[src/rtl/led_phy_tx.sv]
// WS2812-style LED transmitter: pops 12-bit RGB words from a show-ahead FIFO and sends them as 24-bit GRB bits.
// Optional macro LED_PHY_UNDERRUN_CNT_EN adds the saturating underrun_cnt[7:0] output.
`timescale 1ns/1ps
module led_phy_tx #(
    parameter int TBIT         = 8,
    parameter int T0H          = 2,
    parameter int T1H          = 5,
    parameter int WORD_NUM     = 30,
    parameter int RESET_CYCLES = 400
) (
    input  logic        clk,
    input  logic        rstn,
    input  logic        send_start,
    input  logic        empty_flag,
    input  logic [11:0] fifo_dout,
    output logic        re,
    output logic        led_dout,
    output logic        busy,
    output logic        frame_done,
    output logic        underrun
`ifdef LED_PHY_UNDERRUN_CNT_EN
    ,
    output logic [7:0]  underrun_cnt
`endif
);
    localparam int CYC_MAX = (TBIT > RESET_CYCLES) ? TBIT : RESET_CYCLES;
    localparam int CYC_W   = $clog2(CYC_MAX);
    localparam int WC_W    = $clog2(WORD_NUM + 1);
    localparam logic [CYC_W-1:0] TBIT_LAST = CYC_W'(TBIT - 1);
    localparam logic [CYC_W-1:0] GAP_LAST  = CYC_W'(RESET_CYCLES - 1);
    localparam logic [CYC_W-1:0] T0H_C     = CYC_W'(T0H);
    localparam logic [CYC_W-1:0] T1H_C     = CYC_W'(T1H);
    localparam logic [WC_W-1:0]  WORD_LAST = WC_W'(WORD_NUM);

    typedef enum logic [2:0] {IDLE, WAIT, SEND, LATCH, DONE} state_t;

    state_t           state;
    logic             send_start_q;
    logic             start_p;
    logic [CYC_W-1:0] cyc;
    logic [4:0]       bit_cnt;
    logic [WC_W-1:0]  word_cnt;
    logic [23:0]      shreg;
    logic             word_end;
    logic             more_words;
    logic             pop;
    logic             urun_evt;

    function automatic logic [23:0] expand(input logic [11:0] w);
        return {w[7:4], w[7:4], w[11:8], w[11:8], w[3:0], w[3:0]};
    endfunction

    function automatic logic [CYC_W-1:0] high_time(input logic bit_val);
        return bit_val ? T1H_C : T0H_C;
    endfunction

    assign start_p    = send_start & ~send_start_q;
    assign word_end   = (state == SEND) && (cyc == TBIT_LAST) && (bit_cnt == 5'd23);
    assign more_words = (word_cnt != WORD_LAST);
    // Pop is combinational so the FIFO advances on the same edge that captures the head word.
    assign pop        = !empty_flag && ((state == WAIT) || (word_end && more_words));
    assign urun_evt   = word_end && more_words && empty_flag;
    assign re         = pop;

    always_ff @(posedge clk or negedge rstn) begin
        if (!rstn) begin
            state        <= IDLE;
            send_start_q <= 1'b0;
            cyc          <= '0;
            bit_cnt      <= '0;
            word_cnt     <= '0;
            led_dout     <= 1'b0;
            busy         <= 1'b0;
            frame_done   <= 1'b0;
            underrun     <= 1'b0;
        end else begin
            send_start_q <= send_start;
            frame_done   <= 1'b0;
            case (state)
                IDLE: if (start_p) begin
                    underrun <= 1'b0;
                    busy     <= 1'b1;
                    state    <= WAIT;
                end
                WAIT: if (pop) begin
                    cyc      <= '0;
                    bit_cnt  <= '0;
                    word_cnt <= WC_W'(1);
                    led_dout <= 1'b1;
                    state    <= SEND;
                end
                SEND: if (cyc == TBIT_LAST) begin
                    // Every bit starts high; words abut with no idle cycle between them.
                    cyc <= '0;
                    if (bit_cnt != 5'd23) begin
                        bit_cnt  <= bit_cnt + 5'd1;
                        led_dout <= 1'b1;
                    end else if (pop) begin
                        bit_cnt  <= '0;
                        word_cnt <= word_cnt + WC_W'(1);
                        led_dout <= 1'b1;
                    end else begin
                        underrun <= underrun | urun_evt;
                        led_dout <= 1'b0;
                        state    <= LATCH;
                    end
                end else begin
                    cyc      <= cyc + CYC_W'(1);
                    led_dout <= (cyc + CYC_W'(1)) < high_time(shreg[23]);
                end
                LATCH: if (cyc == GAP_LAST) begin
                    cyc        <= '0;
                    busy       <= 1'b0;
                    frame_done <= 1'b1;
                    state      <= DONE;
                end else begin
                    cyc <= cyc + CYC_W'(1);
                end
                DONE:    state <= IDLE;
                default: state <= IDLE;
            endcase
        end
    end

    always_ff @(posedge clk) begin
        if (pop)
            shreg <= expand(fifo_dout);
        else if ((state == SEND) && (cyc == TBIT_LAST))
            shreg <= {shreg[22:0], 1'b0};
    end

`ifdef LED_PHY_UNDERRUN_CNT_EN
    logic [7:0] urun_cnt;

    always_ff @(posedge clk or negedge rstn) begin
        if (!rstn)
            urun_cnt <= 8'h00;
        else if (urun_evt && (urun_cnt != 8'hFF))
            urun_cnt <= urun_cnt + 8'h01;
    end

    assign underrun_cnt = urun_cnt;
`endif

endmodule

[config.mk]
export PLATFORM = sky130hd
export DESIGN_NAME = led_phy_tx
export DESIGN_NICKNAME = d
export VERILOG_FILES = /design/src/rtl/led_phy_tx.sv
export SDC_FILE = /design/constraint.sdc
export NUM_CORES = 1
export LEC_CHECK = 0
export CAP_MARGIN = 20
export CORE_UTILIZATION = 60
export CTS_BUF_LIST = sky130_fd_sc_hd__clkbuf_16
export DETAILED_ROUTE_END_ITERATION = 10
export PLACE_DENSITY = 0.9
export SETUP_SLACK_MARGIN = 0.2
export SYNTH_ARGS = -nofsm -noshare
export SYNTH_HDL_FRONTEND = slang
export SYNTH_SLANG_ARGS = --single-unit
[constraint.sdc]
create_clock -name clk -period 5.7 [get_ports clk]
set_input_delay 1.71 -clock clk [delete_from_list [all_inputs] [get_ports clk]]
set_output_delay 1.71 -clock clk [all_outputs]
set_load 0.05 [all_outputs]
# Yosys cells after proc, flatten, opt, wreduce, memory -nomap -nowiden
# Cells that the tools add are included.
dict set report totals {
  ff_bits 51
  in_bits 16
  out_inout_bits 5
  word_cells 90
}
dict set report classes {
  addsub 3
  n_lt_le_gt_ge 1
  n_eq_ne 15
  n_mux 38
  n_bitwise 3
  reduce_logical 20
}
# cell n
set ops {}
lappend ops {{$mux 24} 2}
lappend ops {{$mux 5} 7}
lappend ops {{$mux 9} 3}
lappend ops {{$pmux 9 s3} 1}
lappend ops {{$mux 3} 7}
lappend ops {{$pmux 5 s2} 2}
lappend ops {{$mux 1} 12}
lappend ops {{$ne 2x2->1 const B} 6}
lappend ops {{$pmux 3 s4} 1}
lappend ops {{$add 5x1->5 const B} 2}
lappend ops {{$ne 5x5->1 const B} 2}
lappend ops {{$reduce_and 5->1} 2}
lappend ops {{$add 9x1->9 const B} 1}
lappend ops {{$eq 9x3->1 const B} 1}
lappend ops {{$eq 9x9->1 const B} 1}
lappend ops {{$lt 9x3->1} 1}
lappend ops {{$reduce_bool 2->1} 4}
lappend ops {{$eq 3x2->1 const B} 2}
lappend ops {{$pmux 1 s2} 3}
lappend ops {{$reduce_and 2->1} 3}
lappend ops {{$reduce_and 6->1} 1}
lappend ops {{$eq 5x5->1 const B} 1}
lappend ops {{$logic_and 1x1->1} 5}
lappend ops {{$eq 3x1->1 const B} 1}
lappend ops {{other kinds (9)} 9}

# Longest topological paths before layout
# Gate-level depths: netlist (run 1).
dict set report logic_depth {
  depth_word 10
  mapped_depth 11
  ltp_nobuf 8
}

# Worst setup path before layout (run 1)
# OpenSTA, ideal clock, no wires.
dict set report synth_path {
  kind {input port to output port}
  from {in empty_flag}
  to {out re}
  arrival_time_ns 2.779
  required_ns 3.990
  path_slack_ns 1.211
  cell_stages 6
  n_path_buf 2
  path_cell_list {a41o_1 or2_2 o21a_1 buf_6 clkinv_4 buf_12}
}
dict set report synth_via {
  elab_chain_len 2
}
# element line_no
set synth_rtl {}
lappend synth_rtl {{start: declaration} 14} ;# input logic empty_flag,
lappend synth_rtl {{$logic_not 1->1} 61} ;# assign pop = !empty_flag && ((state == WAIT) || (word_end && more_words));
lappend synth_rtl {{$logic_and 1x1->1} 61}
lappend synth_rtl {{end: declaration} 16} ;# output logic re,
# Every way passes these cells.

# Worst setup path after layout (run 1)
# Ends and elaborated chain as after synthesis.

==> metrics.txt, run 1 <==
largest net degree at the start of global routing 28; CTS clk-pin slew, worst paths about 0.060 ns; Slowest cell on crit path clkdlybuf4s50_1; DRC Markers 0; grt peak-use layer met2; Area Growth Syn to Fin 13.00%; Die W a little under 70 um; TNS Setup 0 ns; RSZ-0062 raised after global routing no; critical path's largest stage delay ~0.47 ns; routability cong. about 0.87; Non-Filler Instances 327; maximum VDD drop approximately 0.18 mV; post_cts resized 0; Worst-Margin Slew slightly below 1 ns; Unique masters post-synth 52; synth top area cells edfxtp_1, dfrtp_1, nand2_1; via/cell ratio roughly 6; number of fill cells ~300; met2 usage 0.3971; # Post-CTS Setup Buffers 0; Final HPWL DP 3309 um; Post-Syn Nets between 200 and 300; Max-cap violations 0; Setup Skew roughly 0.010 ns; max_slew headroom 0.3379; first-pass GRT wire length around 8300 um; clk sinks 51; Post-synth EDFFs 24; num ports 21; CTS tree yes; post-synthesis sequential area ratio 0.5332; Routed wire per std cell ~16 um; Nets approximately 300; Synth Warn # 0; Detailed Route WL around 5000 um; share of the synthesized area in the top cell type 0.2752; final slew viol count 0; Synth Instances between 200 and 300; Pre-Repair DR Iteration Count 5; die area 4633 um2; gr usage total 0.2443; core area between 4000 and 5000 um2; Hold WC Path Type reg2reg; share of cells above drive strength 1 0.1047; number of synthesized register bits 51; Top FF cell, synth dfrtp_1; Initial Util 0.6408; IO Port Bufs 20; clock buffer depth 2; # setup viols final 0; clk_lat worst skew about 0.29 ns; Mean Syn Cell Area 10.07 um2; most instantiated cells after synthesis nand2_1, dfrtp_1, edfxtp_1, nor2_1, o21ai_0; Crit path buffers/inverters 3; CTS Root Buffer Type clkbuf_16; via count between 1,500 and 2,000; power density cells around 240 nW/um2; GR met3 Demand/Resource 0.06667; gr ovfl total 0; antenna diode count 0; # rows 23; grt met1 use 0.3009; highest clock rate roughly 200 MHz; CTS H-tree depth 2; most common cell in the netlist nand2_1; Die Ht about 68 um; Worst Setup Path Type in2out; DP Cell Count 319; Cell Chain, Critical Path clkdlybuf4s50_1, a41o_1, or2_2, o21a_1, clkinv_4, buf_12; min cycle time layout about 5.0 ns; multi-input logic area approximately 1100 um2; CP startpoint kind input pin; DRT iter0 DRCs around 160; leak pwr ~1.3 nW; cell family with most CP delay buffers and inverters; status complete, no violations; TritonCTS buffer count 5; Crit. End Element output pin; vias in the first global route between 1,500 and 2,000; fin crit share 0.8845; crit path max fanout 14; Req. time, crit path between 3 and 4 ns; share of synthesized registers carrying an async set or reset 0.5294; area leader, netlist edfxtp_1; cell area after synthesis around 2600 um2; Fin. Hold Viols 0; initial antenna violation count 0; WP data arrival ~3.3 ns; Final ANT Viol Nets 0; Post-CTS Hold Fix Bufs 0; Storage cell area between 1000 and 1500 um2
## per-stage QoR
stage          utilization  hold WS (ns)  setup slack (ns)  power (mW)  cell area [um2]
2_1_floorplan            -        0.4683             1.211      0.3973             2619
3_3_place_gp        0.6880        0.4818            0.6886      0.4140             2811
3_5_place_dp        0.6880        0.4972            0.6690      0.4147             2811
4_1_cts             0.7241        0.5135            0.6624      0.7084             2959
5_1_grt             0.7241        0.5362            0.5789      0.7189             2959
6_report            0.7241        0.5097            0.6581      0.7037             2959
## cell type report
cell class | count | share of cell area
clock buffer | 5 | 0.04228
clock inverter | 3 | 0.007611
inverter | 5 | 0.008034
multi-input combinational | 191 | 0.3729
sequential | 51 | 0.4719
tap | 50 | 0.02114
timing repair buffer | 22 | 0.07611
## sequential cells by signal, summed over array words and instances (netlist names)
| register | cells |
|---|---|
| shreg | 24 |
| cyc | 9 |
| bit_cnt | 5 |
| word_cnt | 5 |
| state | 3 |
| busy | 1 |
| frame_done | 1 |
| led_dout | 1 |
| send_start_q | 1 |
| underrun | 1 |
## power breakdown
group | leakage [nW] | internal [mW] | switching [mW] | total [mW]
Clock | 0.0742 | 0.164 | 0.132 | 0.297
Sequential | 0.531 | 0.384 | 0.00144 | 0.385
Combinational | 0.668 | 0.0120 | 0.00980 | 0.0218
## worst register-to-register path: cells and delay by family, from the launching register on
family / cells / cell delay, ns
AND/OR/NAND/NOR: 3 / 1.83
flip-flops: 1 / 0.43
adder cells (fa/ha/maj): 1 / 0.36
## placed cells by master (no fill, tap or decap), types with 2 or more instances in the layout
master and n:
o21ai_0 15, a21oi_1 9, ha_1 6, nand3_1 5, nand2_1 64, mux2i_1 2, dfrtp_1 27, a21o_1 2
nor4_1 5, clkinv_4 2, xor2_1 2, nand2_2 9, nand2b_1 5, inv_1 4, buf_4 2, nor2_1 15
a41oi_1 3, o31ai_1 2, clkbuf_16 5, nand4b_1 3, clkdlybuf4s50_1 19, edfxtp_1 24, or2_2 3, nand4_1 5
a31oi_1 10
## worst paths after layout
kind / from / endpoint / slack, ns / cells after the start
worst max-delay path: empty_flag / re / 0.66 / 6
worst max register to register: cyc[0]$_DFFE_PN0P_ / shreg[10]$_DFFE_PP_ / 2.70 / 4
worst min register to register: busy$_DFFE_PN0P_ / busy$_DFFE_PN0P_ / 0.51 / 2
min in group asynchronous: rstn / bit_cnt[0]$_DFFE_PN0P_ / 1.79 / 2
max in group asynchronous: rstn / cyc[5]$_DFFE_PN0P_ / 3.64 / 2
worst min-delay path: busy$_DFFE_PN0P_ / busy$_DFFE_PN0P_ / 0.51 / 2
## kinds of logic (layout without fill, tap and decap cells)
logic type	Yosys count	count (layout)	synth area share
adder cells (fa/ha/maj)	6	6	0.02867
XOR/XNOR	3	3	0.01004
AND/OR/NAND/NOR	129	129	0.2489
AO/OA/AOI/OAI	50	50	0.1218
flip-flops	51	51	0.5332
buffers and inverters	18	35	0.04539
multiplexers	3	3	0.01194
## layer usage
layer / wire length [um] / up-vias / share of wire
met5: 0 / - / 0
met4: 105 / 0 / 0.021
met2: 2461 / 63 / 0.48
met3: 311 / 12 / 0.061
met1: 2206 / 944 / 0.43
li1: - / 959 / -
Note: power is estimated with default switching activity, not from simulation.
==> run 2, diff against run 1 <==
--- a/config.mk
+++ b/config.mk
@@ -10,7 +10,6 @@
 export CTS_BUF_LIST = sky130_fd_sc_hd__clkbuf_16
 export DETAILED_ROUTE_END_ITERATION = 10
 export PLACE_DENSITY = 0.9
-export SETUP_SLACK_MARGIN = 0.2
 export SYNTH_ARGS = -nofsm -noshare
 export SYNTH_HDL_FRONTEND = slang
 export SYNTH_SLANG_ARGS = --single-unit
==> results of run 2 <==
No change in the layout: final DEF, timing and power equal those of run 1.
